<file path="config.mk">
export PLATFORM = sky130hd
export DESIGN_NAME = clkgen_freq_monitor_flat
export DESIGN_NICKNAME = d
export VERILOG_FILES = /design/src/rtl/clkgen_freq_monitor_if.sv /design/src/rtl/clkgen_freq_monitor.sv /design/src/flat_wrapper.sv
export SDC_FILE = /design/constraint.sdc
export NUM_CORES = 1
export LEC_CHECK = 0
export ABC_AREA = 0
export CORE_MARGIN = 3
export CORE_UTILIZATION = 64
export DETAILED_ROUTE_END_ITERATION = 8
export GPL_ROUTABILITY_DRIVEN = 0
export GPL_TIMING_DRIVEN = 0
export PLACE_DENSITY = 0.95
export SLEW_MARGIN = 20
export SYNTH_ARGS = -nofsm -noshare
export SYNTH_HDL_FRONTEND = slang
export SYNTH_SLANG_ARGS = --single-unit
export TNS_END_PERCENT = 50
</file>
<file path="constraint.sdc">
create_clock -name clk_i -period 5.4 [get_ports clk_i]
set_clock_uncertainty 0.1 [all_clocks]
set_input_delay 0.54 -clock clk_i [delete_from_list [all_inputs] [get_ports clk_i]]
set_output_delay 0.54 -clock clk_i [all_outputs]
set_load 0.02 [all_outputs]
</file>
<file path="src/rtl/clkgen_freq_monitor_if.sv">
// Signal bundle between the frequency monitor and its user.
// slave: the monitor itself; master: the logic that enables it and consumes results.
interface clkgen_freq_monitor_if #(
  parameter int CNT_W = 16
);
  logic             enable_i;
  logic             sense_i;
  logic             clear_i;
  logic [CNT_W-1:0] count_o;
  logic             count_valid_o;
  logic             in_range_o;
  logic             locked_o;
  logic             lost_o;

  modport master (
    output enable_i, sense_i, clear_i,
    input  count_o, count_valid_o, in_range_o, locked_o, lost_o
  );

  modport slave (
    input  enable_i, sense_i, clear_i,
    output count_o, count_valid_o, in_range_o, locked_o, lost_o
  );
endinterface

</file>
<file path="src/rtl/clkgen_freq_monitor.sv">
// Frequency monitor for the PLL-generated clock.
// Counts edges of an asynchronous divide-by-2 toggle (sense_i) over fixed gate
// windows of clk_i, flags whether each window is in range and declares lock
// after LOCK_WINDOWS consecutive good windows.
// Optional feature macro: CLKMON_STICKY_EN (sticky loss-of-lock flag lost_o,
// cleared by clear_i). Without it lost_o is tied 0 and clear_i is ignored.
//
// state   | meaning
// IDLE    | monitor stopped, lock state cleared, count_o holds
// SETTLE  | 4 cycles flushing the synchroniser, edges ignored
// MEASURE | gate window running, edges counted every cycle
module clkgen_freq_monitor #(
  parameter int GATE_CYCLES  = 60000,
  parameter int EXP_MIN      = 4570,
  parameter int EXP_MAX      = 4660,
  parameter int LOCK_WINDOWS = 4,
  parameter int CNT_W        = 16
) (
  input logic                  clk_i,
  input logic                  rst_n_i,
  clkgen_freq_monitor_if.slave mon
);

  localparam int WIN_W  = (GATE_CYCLES > 1) ? $clog2(GATE_CYCLES) : 1;
  localparam int GOOD_W = $clog2(LOCK_WINDOWS + 1);

  localparam logic [WIN_W-1:0]  WIN_LAST = WIN_W'(GATE_CYCLES - 1);
  localparam logic [GOOD_W-1:0] GOOD_MAX = GOOD_W'(LOCK_WINDOWS);
  localparam logic [CNT_W-1:0]  CNT_MAX  = '1;

  typedef enum logic [1:0] {
    IDLE    = 2'd0,
    SETTLE  = 2'd1,
    MEASURE = 2'd2
  } state_t;

  state_t             state;
  logic [1:0]         settle_cnt;
  logic [WIN_W-1:0]   win_cnt;
  logic [CNT_W-1:0]   edge_cnt;
  logic [GOOD_W-1:0]  good_cnt;
  logic [CNT_W-1:0]   count;
  logic               count_valid;
  logic               in_range;
  logic               locked;
  logic               fall_pend;
  logic               lost;

  logic sync1, sync2, hist;
  logic sense_edge;
  logic [CNT_W-1:0]  edge_cnt_inc;
  logic [GOOD_W-1:0] good_inc;
  logic              win_in_range;

  // Two-flop synchroniser plus history flop; runs in every state so the
  // history is valid as soon as a window opens.
  always_ff @(posedge clk_i or negedge rst_n_i) begin
    if (!rst_n_i) begin
      sync1 <= 1'b0;
      sync2 <= 1'b0;
      hist  <= 1'b0;
    end else begin
      sync1 <= mon.sense_i;
      sync2 <= sync1;
      hist  <= sync2;
    end
  end

  // Both toggle directions are edges of the monitored clock.
  assign sense_edge = sync2 ^ hist;

  // Edge count including the current cycle, saturating instead of wrapping.
  assign edge_cnt_inc = (sense_edge && (edge_cnt != CNT_MAX)) ? edge_cnt + 1'b1 : edge_cnt;
  assign win_in_range = (int'(edge_cnt_inc) >= EXP_MIN) && (int'(edge_cnt_inc) <= EXP_MAX);
  assign good_inc     = (good_cnt == GOOD_MAX) ? good_cnt : good_cnt + 1'b1;

  // Sequencing FSM, gate window, edge counter, window report and lock tracking.
  always_ff @(posedge clk_i or negedge rst_n_i) begin
    if (!rst_n_i) begin
      state       <= IDLE;
      settle_cnt  <= '0;
      win_cnt     <= '0;
      edge_cnt    <= '0;
      good_cnt    <= '0;
      count       <= '0;
      count_valid <= 1'b0;
      in_range    <= 1'b0;
      locked      <= 1'b0;
      fall_pend   <= 1'b0;
    end else begin
      count_valid <= 1'b0;
      fall_pend   <= 1'b0;
      if (!mon.enable_i) begin
        // Abandon any partial window; count_o keeps the last full result.
        state      <= IDLE;
        settle_cnt <= '0;
        win_cnt    <= '0;
        edge_cnt   <= '0;
        good_cnt   <= '0;
        in_range   <= 1'b0;
        locked     <= 1'b0;
      end else begin
        case (state)
          IDLE: begin
            state      <= SETTLE;
            settle_cnt <= 2'd3;
          end
          SETTLE: begin
            if (settle_cnt == 2'd0) begin
              state    <= MEASURE;
              win_cnt  <= '0;
              edge_cnt <= '0;
            end else begin
              settle_cnt <= settle_cnt - 1'b1;
            end
          end
          MEASURE: begin
            if (win_cnt == WIN_LAST) begin
              // Terminal cycle's edge is included; the next cycle starts a fresh window.
              win_cnt     <= '0;
              edge_cnt    <= '0;
              count       <= edge_cnt_inc;
              count_valid <= 1'b1;
              in_range    <= win_in_range;
              if (win_in_range) begin
                good_cnt <= good_inc;
                locked   <= (good_inc == GOOD_MAX);
              end else begin
                good_cnt  <= '0;
                locked    <= 1'b0;
                fall_pend <= locked;
              end
            end else begin
              win_cnt  <= win_cnt + 1'b1;
              edge_cnt <= edge_cnt_inc;
            end
          end
          default: state <= IDLE;
        endcase
      end
    end
  end

`ifdef CLKMON_STICKY_EN
  // Sticky loss-of-lock: set one cycle after a window-driven lock drop; set beats clear.
  always_ff @(posedge clk_i or negedge rst_n_i) begin
    if (!rst_n_i) begin
      lost <= 1'b0;
    end else if (fall_pend) begin
      lost <= 1'b1;
    end else if (mon.clear_i) begin
      lost <= 1'b0;
    end
  end
`else
  logic unused_sticky;
  assign unused_sticky = mon.clear_i ^ fall_pend;
  assign lost          = 1'b0;
`endif

  assign mon.count_o       = count;
  assign mon.count_valid_o = count_valid;
  assign mon.in_range_o    = in_range;
  assign mon.locked_o      = locked;
  assign mon.lost_o        = lost;

endmodule

</file>
<file path="src/flat_wrapper.sv">
// flat-port wrapper written by rule: the top's interface ports become plain ports
module clkgen_freq_monitor_flat 
#(
  parameter int GATE_CYCLES  = 60000,
  parameter int EXP_MIN      = 4570,
  parameter int EXP_MAX      = 4660,
  parameter int LOCK_WINDOWS = 4,
  parameter int CNT_W        = 16
)
  (clk_i, rst_n_i, mon_enable_i, mon_sense_i, mon_clear_i, mon_count_o, mon_count_valid_o, mon_in_range_o, mon_locked_o, mon_lost_o);
  clkgen_freq_monitor_if #(.CNT_W(CNT_W)) mon_i ();
  input logic clk_i;
  input logic rst_n_i;
  input wire logic [$bits(mon_i.enable_i)-1:0] mon_enable_i;
  input wire logic [$bits(mon_i.sense_i)-1:0] mon_sense_i;
  input wire logic [$bits(mon_i.clear_i)-1:0] mon_clear_i;
  output wire logic [$bits(mon_i.count_o)-1:0] mon_count_o;
  output wire logic [$bits(mon_i.count_valid_o)-1:0] mon_count_valid_o;
  output wire logic [$bits(mon_i.in_range_o)-1:0] mon_in_range_o;
  output wire logic [$bits(mon_i.locked_o)-1:0] mon_locked_o;
  output wire logic [$bits(mon_i.lost_o)-1:0] mon_lost_o;
  assign mon_i.enable_i = mon_enable_i;
  assign mon_i.sense_i = mon_sense_i;
  assign mon_i.clear_i = mon_clear_i;
  assign mon_count_o = mon_i.count_o;
  assign mon_count_valid_o = mon_i.count_valid_o;
  assign mon_in_range_o = mon_i.in_range_o;
  assign mon_locked_o = mon_i.locked_o;
  assign mon_lost_o = mon_i.lost_o;
  clkgen_freq_monitor #(.GATE_CYCLES(GATE_CYCLES), .EXP_MIN(EXP_MIN), .EXP_MAX(EXP_MAX), .LOCK_WINDOWS(LOCK_WINDOWS), .CNT_W(CNT_W)) u_core (.clk_i(clk_i), .rst_n_i(rst_n_i), .mon(mon_i));
endmodule
</file>
# After elaboration in Yosys (flattened, before gate mapping)
# Cells that the tools add are included.
# classes
addsub	4
n_mul	0
div	0
magnitude_cmp	2
eq_ne	13
shift	0
muxes	29
bitwise_logic	1
reduce_logical	9
# ops
op	count
two-way mux 16 bit	6
case mux 16 bit (2 select lines)	2
adder 16 x 1 -> 16 bit (second input constant)	2
equality test 16 bit (second input constant)	1
>= comparator 16 x 13 -> 1 bit (second input constant)	1
less-or-equal comparator 16 x 13 -> 1 bit (second input constant)	1
!= test 16 bit (second input constant)	1
two-way mux 3 bit	5
two-way mux 1 bit	10
two-way mux 2 bit	4
AND reduction 2 bit	4
equality test 3 bit (second input constant)	2
!= test 3 x 1 -> 1 bit (second input constant)	2
case mux 2 bit (3 select lines)	1
zero test 2 bit	2
!= test 2 x 1 -> 1 bit (second input constant)	2
case mux 2 bit (2 select lines)	1
adder 3 x 1 -> 3 bit (second input constant)	1
!= test 3 x 2 -> 1 bit (second input constant)	1
!= test 3 bit (second input constant)	1
AND reduction 3 bit	1
equality test 2 x 1 -> 1 bit (second input constant)	1
equality test 2 bit (second input constant)	1
logical AND 1 bit	2
other kinds (3)	3
# totals
register_bits	61
latch_bits	0
ramBits	0
rom_bits	0
inputBits	5
memories	0

# Longest topological paths before layout
# logic_depth
depth_word	9
depth_mapped	11

# Worst setup path after synthesis
# No wires, ideal clock.
# synth_timing
kind	register to register
startpoint	reg u_core.edge_cnt[1]
endpoint	reg u_core.good_cnt[1]
setup_time_ns	0.134
arrival_ns	2.455
slack_ns	2.711
stages_incl_launch_ff	11
n_path_buf	1
period_less_slack_ns	2.689
cell_sequence	dfrtp_1 > ha_1 > buf_2 > nand4_1 > or4_4 > a21oi_1 > nor2_1 > o311a_1 > o31a_1 > o2111ai_1 > o211ai_1
# synth_via
elab_chain_cells	9
elab_cells_between_ends	11
classes_between	1 x add/sub; 2 x order compare; 1 x eq/ne; 5 x mux; 2 x reduce/logical
# synth_rtl
element	line_no	source
start, declared	clkgen_freq_monitor.sv:40	logic [CNT_W-1:0] edge_cnt;
start signal, assigned	clkgen_freq_monitor.sv:135	edge_cnt <= edge_cnt_inc;
branches (longest 2 deep; another with adder 16 x 1 -> 16 bit)	n/a	
two-way mux 16 bit *	clkgen_freq_monitor.sv:73	assign edge_cnt_inc = (sense_edge && (edge_cnt != CNT_MAX)) ? edge_cnt + 1'b1 : edge_cnt;
>= comparator 16 x 13 -> 1 bit or less-or-equal comparator 16 x 13 -> 1 bit (tied branches)	clkgen_freq_monitor.sv:74	assign win_in_range = (int'(edge_cnt_inc) >= EXP_MIN) && (int'(edge_cnt_inc) <= EXP_MAX);
logical AND 1 bit *	clkgen_freq_monitor.sv:74	
two-way mux 3 bit *	clkgen_freq_monitor.sv:125	if (win_in_range) begin
two-way mux 3 bit *	clkgen_freq_monitor.sv:118	if (win_cnt == WIN_LAST) begin
two-way mux 3 bit *	clkgen_freq_monitor.sv:103	case (state)
two-way mux 3 bit *	clkgen_freq_monitor.sv:93	if (!mon.enable_i) begin
end signal, assigned	clkgen_freq_monitor.sv:126	good_cnt <= good_inc;
end, declared	clkgen_freq_monitor.sv:41	logic [GOOD_W-1:0] good_cnt;
# Every way passes the cells marked *. The select of a mux whose other input is x is not followed.
# A chain may end at the register's enable or synchronous reset.

# Final worst setup path
# layout_timing
startpoint	reg u_core.win_cnt[0]
endpoint	reg u_core.good_cnt[1]
# layout_via
elab_chain_cells	3
# layout_rtl
element	line_no	source
start, declared	clkgen_freq_monitor.sv:39	logic [WIN_W-1:0] win_cnt;
start signal, assigned	clkgen_freq_monitor.sv:134	win_cnt <= win_cnt + 1'b1;
equality test 16 bit	clkgen_freq_monitor.sv:118	
!= test 2 x 1 -> 1 bit (no line)	n/a	
AND reduction 2 bit (no line)	n/a	
# No other way between the ends.

==> impl_metrics.json <==
{
  "post_cts.repair.setup_buffers": 0,
  "ys_warn_count": 0,
  "port_buffers": 22,
  "number_of_global_route_vias_before_repair": 3201,
  "synth_edf_count": 0,
  "postSynthNetCount": 420,
  "layout_area_growth_over_synthesis_pct": 14.01,
  "synth-async-reset-ratio_pct": 100.0,
  "hold_class": "input port to asynchronous set/reset pin",
  "power.density_nw_per_um2": 221.3,
  "tritoncts.num_buffers": 9,
  "route.antenna.remaining_nets": 0,
  "post_synth_instance_area_um2": 3598,
  "die_width_um": 80.99,
  "grt_max_degree": 62,
  "maximum_count_of_clock_buffers_along_a_single_path": 2,
  "clock_root_buffer": "sky130_fd_sc_hd__clkbuf_8",
  "post_synth_main_area_contributors": "sky130_fd_sc_hd__dfrtp_1 42%, sky130_fd_sc_hd__nand2_1 6.7%, sky130_fd_sc_hd__o21ai_0 6.1%",
  "max_cap_viols": 0,
  "detailed_place_hpwl_um": 6040,
  "antenna-diode-count": 0,
  "post_synthesis_instance_total": 410,
  "drc_errors": 0,
  "cts_tree": "done",
  "fmax_ghz": 0.3130,
  "firstDrtPassIters": 6,
  "synth-seq-area-share_pct": 42.42,
  "layout_worst_path_cycle_share_pct": 59.17,
  "drtIter0Drc": 649,
  "critPathCaptureType": "register",
  "power.leakage_nw": 1.677,
  "crit_required_ns": 5.56,
  "synth-main-ff-cell": "sky130_fd_sc_hd__dfrtp_1",
  "min_period_ns": 3.195,
  "yosysTopAreaCell": "sky130_fd_sc_hd__dfrtp_1",
  "h_tree_depth_reported_by_cts": 3,
  "floorplan.io_pins": 25,
  "setup_viol": 0,
  "post_synth_num_cell_types": 64,
  "worst-endpoint-arrival_ns": 3.36,
  "synth_seq_cells": 61,
  "final_layout_size_suffix_gt1_share_pct": 9.131,
  "floorplan.core_area_um2": 5270,
  "tns_ns": 0,
  "synth_top_area_share_pct": 42.42,
  "crit_path_max_fanout": 5,
  "drt_wl_total_um": 8744,
  "design.die.area_um2": 6559,
  "dr_total_vias": 3300,
  "per_instance_average_area_after_synthesis_um2": 8.777,
  "critical_path_class": "register to register",
  "post_cts.resized_instances": 0,
  "worst_pin_slew_ns": 0.6989,
  "status": "completed",
  "ctsHoldBuffers": 0,
  "num_rows": 26,
  "vias_per_cell": 6.358,
  "clkSinkCount": 61,
  "grt_use_total_pct": 29.32,
  "rsz_0062_raised_after_global_routing": "no",
  "die_y_um": 80.99,
  "vdd_drop_max_mv": 0.1924,
  "finish.net_count": 454,
  "worst_slew_margin_rel_pct": 52.98,
  "hold_viol_final": 0,
  "antenna_found_initial": 0,
  "initial_core_util_pct": 68.28,
  "grt_pass1_wl_um": 14700,
  "cts.clk_slew.worst_paths_ns": 0.07,
  "final_hold_slack_ns": 0.08808,
  "critPathLaunchType": "register",
  "route.detailed.wl_per_inst_um": 16.85,
  "report.final.slew_viol_count": 0,
  "grt-ovfl-total": 0,
  "worst_skew_pair.late_latency_ns": 0.34
}
## synth_stat cells (all sizes together) (2+ instances only)
cell and count:
nand2 64, dfrtp 61, o21ai 46, nor2 30
a21oi 19, nand3 18, xnor2 16, buf 13
inv 13, clkbuf 11, nor3 10, xor2 10
nand4 9, nor4 8, and2 6, o31ai 6
ha 5, mux2i 5, nand2b 5, a22o 4
and3 4, o211ai 4, a31oi 3, and4 3
nor4b 3, o41ai 3, or4 3, a221oi 2
a32o 2, nand3b 2, or2 2, or3 2
## final timing paths
kind | depth (start not counted) | slack [ns] | end | from
worst min register to register | 0 | 0.26 | u_core.sync2 | u_core.sync1
worst max register to register | 8 | 2.20 | u_core.good_cnt[1] | u_core.win_cnt[0]
max in group asynchronous | 2 | 4.87 | u_core.good_cnt[2] | rst_n_i
min in group clk_i | 0 | 0.26 | u_core.sync2 | u_core.sync1
worst min-delay path | 2 | 0.09 | u_core.mon.count_o[5] | rst_n_i
worst max-delay path | 8 | 2.20 | u_core.good_cnt[1] | u_core.win_cnt[0]
## worst max-delay path, stage by stage (launching register included)
cell and delay [ns]:
sky130_fd_sc_hd__dfrtp_1 0.41, sky130_fd_sc_hd__ha_1 0.26, sky130_fd_sc_hd__nand2_1 0.15, sky130_fd_sc_hd__nor4_1 0.66, sky130_fd_sc_hd__nand3_1 0.36, sky130_fd_sc_hd__or4_1 0.59, sky130_fd_sc_hd__a21oi_2 0.25, sky130_fd_sc_hd__o21ai_2 0.14
sky130_fd_sc_hd__o211ai_1 0.19
## cells by family (layout without fill, tap and decap cells)
group	count (synthesis)	in the layout	share of synthesized area, %
DFF	61	61	42.42
muxes	6	6	1.704
buffers and inverters	37	76	4.624
AOI/OAI and AO/OA	101	101	17.49
other	1	1	0.1042
adders and majority gates	5	5	1.739
xor gates and xnor gates	26	26	6.537
and+or+nand+nor	173	173	25.38
## per-layer routing
layer	vias to the layer above	part of all wire [%]	wire length, um	global-route usage [%]
met5	-	0	0	0
met4	0	3.6	318	16.55
met3	41	8.4	737	6.319
met2	205	48	4185	47.37
met1	1533	40	3502	36.38
li1	1521	-	-	-
## metrics by stage
step                      cells  cell area [um2]  power [mW]  setup WS, ns  utilization, %
after detailed placement    503             3931      0.5510         2.353           74.60
after CTS                   519             4103      0.9121         2.298           77.85
after floorplan             410             3598      0.5206         2.711               -
after global routing        519             4103      0.9398         2.001           77.85
final                       519             4103      0.9078         2.205           77.85
after global placement      502             3906      0.5435         1.858           74.12
## area by class of cell
class,count,area (um2)
plain buffers,24,117.6
clock buffers,15,166.4
clock inverters,1,5.005
fillers,382,1167
inverters,13,48.80
multi-input cells,312,1906
flip-flops and latches,61,1526
well taps,70,87.58
repair buffers,23,245.2
## registers in the layout, summed over array words and instances (netlist names)
register / flops
u_core.good_cnt: 3
u_core.win_cnt: 16
u_core.hist: 1
u_core.mon.count_valid_o: 1
u_core.edge_cnt: 16
u_core.mon.locked_o: 1
u_core.settle_cnt: 2
u_core.state: 2
u_core.mon.count_o: 16
u_core.sync2: 1
u_core.sync1: 1
u_core.mon.in_range_o: 1
## report_power, final
part	total, mW	internal [mW]	switching (mW)
combinational	0.0752	0.0239	0.0513
clock	0.362	0.192	0.171
sequential	0.470	0.463	0.00681
## cells in the final DEF, fill, tap and decap left out, drive strengths merged, types with 9 or more instances in the layout
cell type       n
a21oi          19
buf            15
clkbuf         26
clkdlybuf4s50  21
dfrtp          61
inv            13
nand2          64
nand3          18
nand4           9
nor2           30
nor3           10
o21ai          46
xnor2          16
xor2           10
Power figures use the tool's default switching activity.
